--- src/rtl/regfile_fwd_if.sv ---
// Purpose: bundles the read ports, EX/MEM/WB write-back buses and stall outputs of regfile_fwd.
// Latency: none, signal bundle only.
// Backpressure: none; stall_req is the only hold indication toward ID/IF.
interface regfile_fwd_if #(
  parameter int DATA_W = 32,
  parameter int ADDR_W = 5,
  parameter int NUM_RD = 2,
  parameter int CNT_W  = 16
);
  logic [NUM_RD-1:0]        rd_en;
  logic [NUM_RD*ADDR_W-1:0] rd_addr;
  logic [NUM_RD*DATA_W-1:0] rd_data;
  logic                     ex_wr_en;
  logic [ADDR_W-1:0]        ex_wr_addr;
  logic [DATA_W-1:0]        ex_wr_data;
  logic                     ex_is_load;
  logic                     mem_wr_en;
  logic [ADDR_W-1:0]        mem_wr_addr;
  logic [DATA_W-1:0]        mem_wr_data;
  logic                     wb_wr_en;
  logic [ADDR_W-1:0]        wb_wr_addr;
  logic [DATA_W-1:0]        wb_wr_data;
  logic                     stall_req;
  logic [CNT_W-1:0]         stall_cnt;

  // Pipeline side: drives addresses and stage results, consumes read data and stall.
  modport master (
    output rd_en, rd_addr,
    output ex_wr_en, ex_wr_addr, ex_wr_data, ex_is_load,
    output mem_wr_en, mem_wr_addr, mem_wr_data,
    output wb_wr_en, wb_wr_addr, wb_wr_data,
    input  rd_data, stall_req, stall_cnt
  );

  // Register file side.
  modport slave (
    input  rd_en, rd_addr,
    input  ex_wr_en, ex_wr_addr, ex_wr_data, ex_is_load,
    input  mem_wr_en, mem_wr_addr, mem_wr_data,
    input  wb_wr_en, wb_wr_addr, wb_wr_data,
    output rd_data, stall_req, stall_cnt
  );
endinterface

--- src/rtl/regfile_fwd.sv ---
// Purpose: multi-read-port register file with EX->MEM->WB forwarding and load-use stall detection.
// Latency: reads and stall_req are combinational; WB commit and stall_cnt update at the clk edge.
// Backpressure: none accepted; stall_req asks ID/IF to hold while an EX load feeds a live read.
module regfile_fwd #(
  parameter int DATA_W = 32,
  parameter int ADDR_W = 5,
  parameter int NUM_RD = 2,
  parameter int CNT_W  = 16
) (
  input  logic         clk,
  input  logic         rst_n,   // active-high synchronous reset despite the legacy name
  regfile_fwd_if.slave bus
);
  localparam int DEPTH = 2 ** ADDR_W;

  logic [DATA_W-1:0] regs [DEPTH];
  logic [CNT_W-1:0]  cnt;
  logic [NUM_RD-1:0] hazard;

  // Array commit from WB; entry 0 is never written so it stays zero after reset.
  always_ff @(posedge clk) begin
    if (rst_n) begin
      for (int i = 0; i < DEPTH; i++) regs[i] <= '0;
    end else if (bus.wb_wr_en && (bus.wb_wr_addr != '0)) begin
      regs[bus.wb_wr_addr] <= bus.wb_wr_data;
    end
  end

  for (genvar g = 0; g < NUM_RD; g++) begin : g_port
    logic [ADDR_W-1:0] addr;
    logic              live;
    logic [DATA_W-1:0] val;

    assign addr = bus.rd_addr[g*ADDR_W +: ADDR_W];
    // Port is quiet during reset, when disabled, or when it addresses r0.
    assign live = !rst_n && bus.rd_en[g] && (addr != '0);

    // Youngest producer wins; an EX load has no data yet so it falls through.
    always_comb begin
      val = regs[addr];
      if (bus.ex_wr_en && !bus.ex_is_load && (bus.ex_wr_addr == addr)) begin
        val = bus.ex_wr_data;
      end else if (bus.mem_wr_en && (bus.mem_wr_addr == addr)) begin
        val = bus.mem_wr_data;
      end else if (bus.wb_wr_en && (bus.wb_wr_addr == addr)) begin
        val = bus.wb_wr_data;
      end
    end

    assign bus.rd_data[g*DATA_W +: DATA_W] = live ? val : '0;
    assign hazard[g] = live && bus.ex_wr_en && bus.ex_is_load && (bus.ex_wr_addr == addr);
  end

  assign bus.stall_req = |hazard;

  // Saturating count of stalled cycles for performance monitoring.
  always_ff @(posedge clk) begin
    if (rst_n) begin
      cnt <= '0;
    end else if (bus.stall_req && (cnt != '1)) begin
      cnt <= cnt + CNT_W'(1);
    end
  end

  assign bus.stall_cnt = cnt;
endmodule

--- src/flat_wrapper.sv ---
// flat-port wrapper written by rule: the top's interface ports become plain ports
module regfile_fwd_flat 
#(
  parameter int DATA_W = 32,
  parameter int ADDR_W = 5,
  parameter int NUM_RD = 2,
  parameter int CNT_W  = 16
)
  (clk, rst_n, bus_rd_en, bus_rd_addr, bus_ex_wr_en, bus_ex_wr_addr, bus_ex_wr_data, bus_ex_is_load, bus_mem_wr_en, bus_mem_wr_addr, bus_mem_wr_data, bus_wb_wr_en, bus_wb_wr_addr, bus_wb_wr_data, bus_rd_data, bus_stall_req, bus_stall_cnt);
  regfile_fwd_if #(.DATA_W(DATA_W), .ADDR_W(ADDR_W), .NUM_RD(NUM_RD), .CNT_W(CNT_W)) bus_i ();
  input  logic clk;
  input  logic rst_n;
  input wire logic [$bits(bus_i.rd_en)-1:0] bus_rd_en;
  input wire logic [$bits(bus_i.rd_addr)-1:0] bus_rd_addr;
  input wire logic [$bits(bus_i.ex_wr_en)-1:0] bus_ex_wr_en;
  input wire logic [$bits(bus_i.ex_wr_addr)-1:0] bus_ex_wr_addr;
  input wire logic [$bits(bus_i.ex_wr_data)-1:0] bus_ex_wr_data;
  input wire logic [$bits(bus_i.ex_is_load)-1:0] bus_ex_is_load;
  input wire logic [$bits(bus_i.mem_wr_en)-1:0] bus_mem_wr_en;
  input wire logic [$bits(bus_i.mem_wr_addr)-1:0] bus_mem_wr_addr;
  input wire logic [$bits(bus_i.mem_wr_data)-1:0] bus_mem_wr_data;
  input wire logic [$bits(bus_i.wb_wr_en)-1:0] bus_wb_wr_en;
  input wire logic [$bits(bus_i.wb_wr_addr)-1:0] bus_wb_wr_addr;
  input wire logic [$bits(bus_i.wb_wr_data)-1:0] bus_wb_wr_data;
  output wire logic [$bits(bus_i.rd_data)-1:0] bus_rd_data;
  output wire logic [$bits(bus_i.stall_req)-1:0] bus_stall_req;
  output wire logic [$bits(bus_i.stall_cnt)-1:0] bus_stall_cnt;
  assign bus_i.rd_en = bus_rd_en;
  assign bus_i.rd_addr = bus_rd_addr;
  assign bus_i.ex_wr_en = bus_ex_wr_en;
  assign bus_i.ex_wr_addr = bus_ex_wr_addr;
  assign bus_i.ex_wr_data = bus_ex_wr_data;
  assign bus_i.ex_is_load = bus_ex_is_load;
  assign bus_i.mem_wr_en = bus_mem_wr_en;
  assign bus_i.mem_wr_addr = bus_mem_wr_addr;
  assign bus_i.mem_wr_data = bus_mem_wr_data;
  assign bus_i.wb_wr_en = bus_wb_wr_en;
  assign bus_i.wb_wr_addr = bus_wb_wr_addr;
  assign bus_i.wb_wr_data = bus_wb_wr_data;
  assign bus_rd_data = bus_i.rd_data;
  assign bus_stall_req = bus_i.stall_req;
  assign bus_stall_cnt = bus_i.stall_cnt;
  regfile_fwd #(.DATA_W(DATA_W), .ADDR_W(ADDR_W), .NUM_RD(NUM_RD), .CNT_W(CNT_W)) u_core (.clk(clk), .rst_n(rst_n), .bus(bus_i));
endmodule
--- config.mk ---
export PLATFORM = sky130hd
export DESIGN_NAME = regfile_fwd_flat
export DESIGN_NICKNAME = d
export VERILOG_FILES = /design/src/rtl/regfile_fwd_if.sv /design/src/rtl/regfile_fwd.sv /design/src/flat_wrapper.sv
export SDC_FILE = /design/constraint.sdc
export NUM_CORES = 2
export LEC_CHECK = 0
export ABC_CLOCK_PERIOD_IN_PS = 10900
export CORE_UTILIZATION = 35
export CTS_CLUSTER_SIZE = 16
export DETAILED_ROUTE_END_ITERATION = 8
export SETUP_SLACK_MARGIN = 0.4
export SYNTH_ARGS = -nofsm -noshare
export SYNTH_HDL_FRONTEND = slang
export SYNTH_SLANG_ARGS = --single-unit
--- constraint.sdc ---
create_clock -name clk -period 10.9 [get_ports clk]
set_clock_uncertainty 0.15 [all_clocks]
set_input_delay 2.18 -clock clk [delete_from_list [all_inputs] [get_ports clk]]
set_output_delay 2.18 -clock clk [all_outputs]
set_load 0.02 [all_outputs]
==> flow_summary.yaml <==
global_routing:
  grt_antenna_before_repair: 6
  grt_use_total_pct: 26.9
  grt_pass1_vias: 45290
  grt_util_met1_pct: 37.6
  grt_pass1_wl_mm: 330
  grt_busiest_layer: "met2"
  grtUsageMet3_pct: 8.29
  grt_overflow: 0
  grt_max_degree: 146
  use_met2_pct: 39.0
run:
  cap_violations: 0
floorplan:
  core-area_um2: 165000
  boundaryPins: 210
  die_y_um: 411
  dieArea_um2: 169000
  num_rows: 149
  initial_core_util_pct: 35.3
  die_x_um: 411
worst_setup_path:
  crit_type: "primary input to primary output"
  worstPathArrival_ns: 6.72
  worst-path-max-fanout: 27
  cp_common_cell: "clkdlybuf4s50_1"
  cp_slowest_cell: "nor2b_4"
  start_kind: "primary input"
  slowest_delay_ns: 1.19
  worst_ep_required_time_ns: 8.57
  end_kind: "primary output"
  path_cells: "clkdlybuf4s50_1, nor2b_4, buf_4, a22oi_1, nand3_1, o21ai_0, nor2_1, a211oi_2, clkdlybuf4s50_1"
detailed_routing:
  ant_nets: 0
  post_drt_via_cell_ratio: 6.52
  drt_iter0_markers: 7340
  detail_route.wl_per_cell_um: 32.3
  wl_mm: 236
  drc: 51
  vias: 47503
  drtPass1Iterations: 9
timing:
  period_share_pct: 83.0
  slew_headroom_pct: 6.76
  hold_viol_final: 0
  worst_slew_pin_slew_ns: 1.40
  setup_violations: 0
  setup_ws_ns: 1.85
  fmax_ghz: 0.111
  slew_viol_final: 0
  min_period_ns: 9.05
  rsz0062_at_grt: "false"
  holdWs_ns: 0.359
  tns_ns: 0
synth:
  yosysWarnings: 0
  yosysSeqAreaShare_pct: 53.2
  ys_async_sr_fraction_pct: 0
  avgSynthCellArea_um2: 11.4
  ys_types: 62
  synth-main-ff-cell: "edfxtp_1"
  synth_top_area_share_pct: 52.6
  ys_ff_latch: 1040
  synth_area_um2: 58400
  yosys.area.top_type: "edfxtp_1"
  synth_edf_count: 1024
  synth_area_leaders: "edfxtp_1, mux2i_1, nor3_1"
  synth_cells: 5136
clock_network:
  clockBufferDepth: 3
  clock_latency_ns: 0.75
  cts_resized: 0
  cts_hold_buf: 0
  cts_root_buf: "clkbuf_16"
  cts_tree: "yes"
  htreeDepth: 3
  clkTransAtPathRegs_ns: 0.06
  cts_made_buffers: 113
  clkSinkCount: 1040
  cts_setup_buffers: 0
pwr:
  powerDensity_nw_per_um2: 154
  power_mw: 10.2
  ir_worst_vdd_uv: 133
  leakage_nw: 22.6
run_status:
  violations: "design-rule violations"
  status: "finished, violations left"
placement:
  io_buffer_count: 209
  place.gp.congestion: 0.867
  place.detailed.hpwl_mm: 128
  pre_cts_ws_ns: 2.04
  place_area_um2: 62200
layout:
  design_area_um2: 65900
  layout.nets: 5128
  syn_to_final_growth_pct: 12.8
  drive_gt1_share_pct: 8.48
  layout_common_cells: "mux2i_1, edfxtp_1, nor3_1, a22oi_1, clkdlybuf4s50_1"
hold_path:
  hp-class: "flop to flop"
[cell type report]
type	instances	area [µm²]
Antenna cell	5	12.5
Clock buffer	138	2940
Clock inverter	71	739
Fill cell	15708	99500
Inverter	37	139
Multi-Input combinational cell	3454	24900
Sequential cell	1040	31100
Tap cell	2189	2740
Timing Repair Buffer	352	3360
[power breakdown]
| group | switching, mW | internal, mW | leakage (nW) |
|---|---|---|---|
| logic | 1.06 | 0.453 | 10.9 |
| registers | 0.111 | 4.61 | 9.88 |
| clock network | 1.71 | 2.21 | 1.79 |
[path summary, 6_finish.rpt]
path	start	endpoint	slack (ns)	depth (start not counted)
worst min register to register	u_core.bus.stall_cnt[4]	u_core.bus.stall_cnt[4]	0.36	2
worst max-delay path	bus_rd_addr[2]	bus_rd_data[27]	1.85	9
worst min-delay path	u_core.bus.stall_cnt[4]	u_core.bus.stall_cnt[4]	0.36	2
worst max register to register	u_core.bus.stall_cnt[6]	u_core.bus.stall_cnt[6]	8.55	6
[worst max-delay path, delay by kind of cell]
family                 cells  cell delay, ns
and+or+nand+nor            3            2.11
buffers and inverters      3            1.93
AOI/OAI and AO/OA          3            0.43
[through the flow]
step	utilization [%]	std cells
2_1_floorplan	-	5167
3_3_place_gp	37.6	7072
3_5_place_dp	37.6	7072
4_1_cts	39.8	7281
5_1_grt	39.8	7281
6_report	39.8	7286
[logic make-up (layout without fill, tap and decap cells)]
family / count (synthesis) / count (layout) / synth area share, %
AOI/OAI and AO/OA: 768 / 768 / 9.87
xor gates and xnor gates: 32 / 32 / 0.518
adders and majority gates: 1 / 1 / 0.0214
buffers and inverters: 673 / 598 / 5.28
DFF: 1040 / 1040 / 53.2
muxes: 1027 / 1027 / 17.6
other: 1 / 37 / 0.00642
and+or+nand+nor: 1594 / 1594 / 13.5
[metal layers]
layer	routed length (µm)	vias up	share of wire (%)
met2	98700	3525	42
met3	34300	555	15
li1	-	19584	-
met1	93300	23833	40
met4	9260	6	3.9
met5	38	-	0.016
[flip-flops by register name, indices dropped and copies added (netlist names)]
signal and flops:
u_core.bus.stall_cnt 16, u_core.regs 1024
[cell usage after synthesis, drive strengths merged (34+ instances only)]
| cell | count |
|---|---|
| a22oi | 480 |
| nand3 | 174 |
| edfxtp | 1024 |
| nand2 | 140 |
| mux2i | 1024 |
| nor3 | 1023 |
| a211oi | 34 |
| nor2 | 131 |
| inv | 37 |
| nand4 | 35 |
| o21ai | 75 |
| buf | 195 |
| a21oi | 67 |
| clkbuf | 441 |
(Power assumes the default switching activity.)
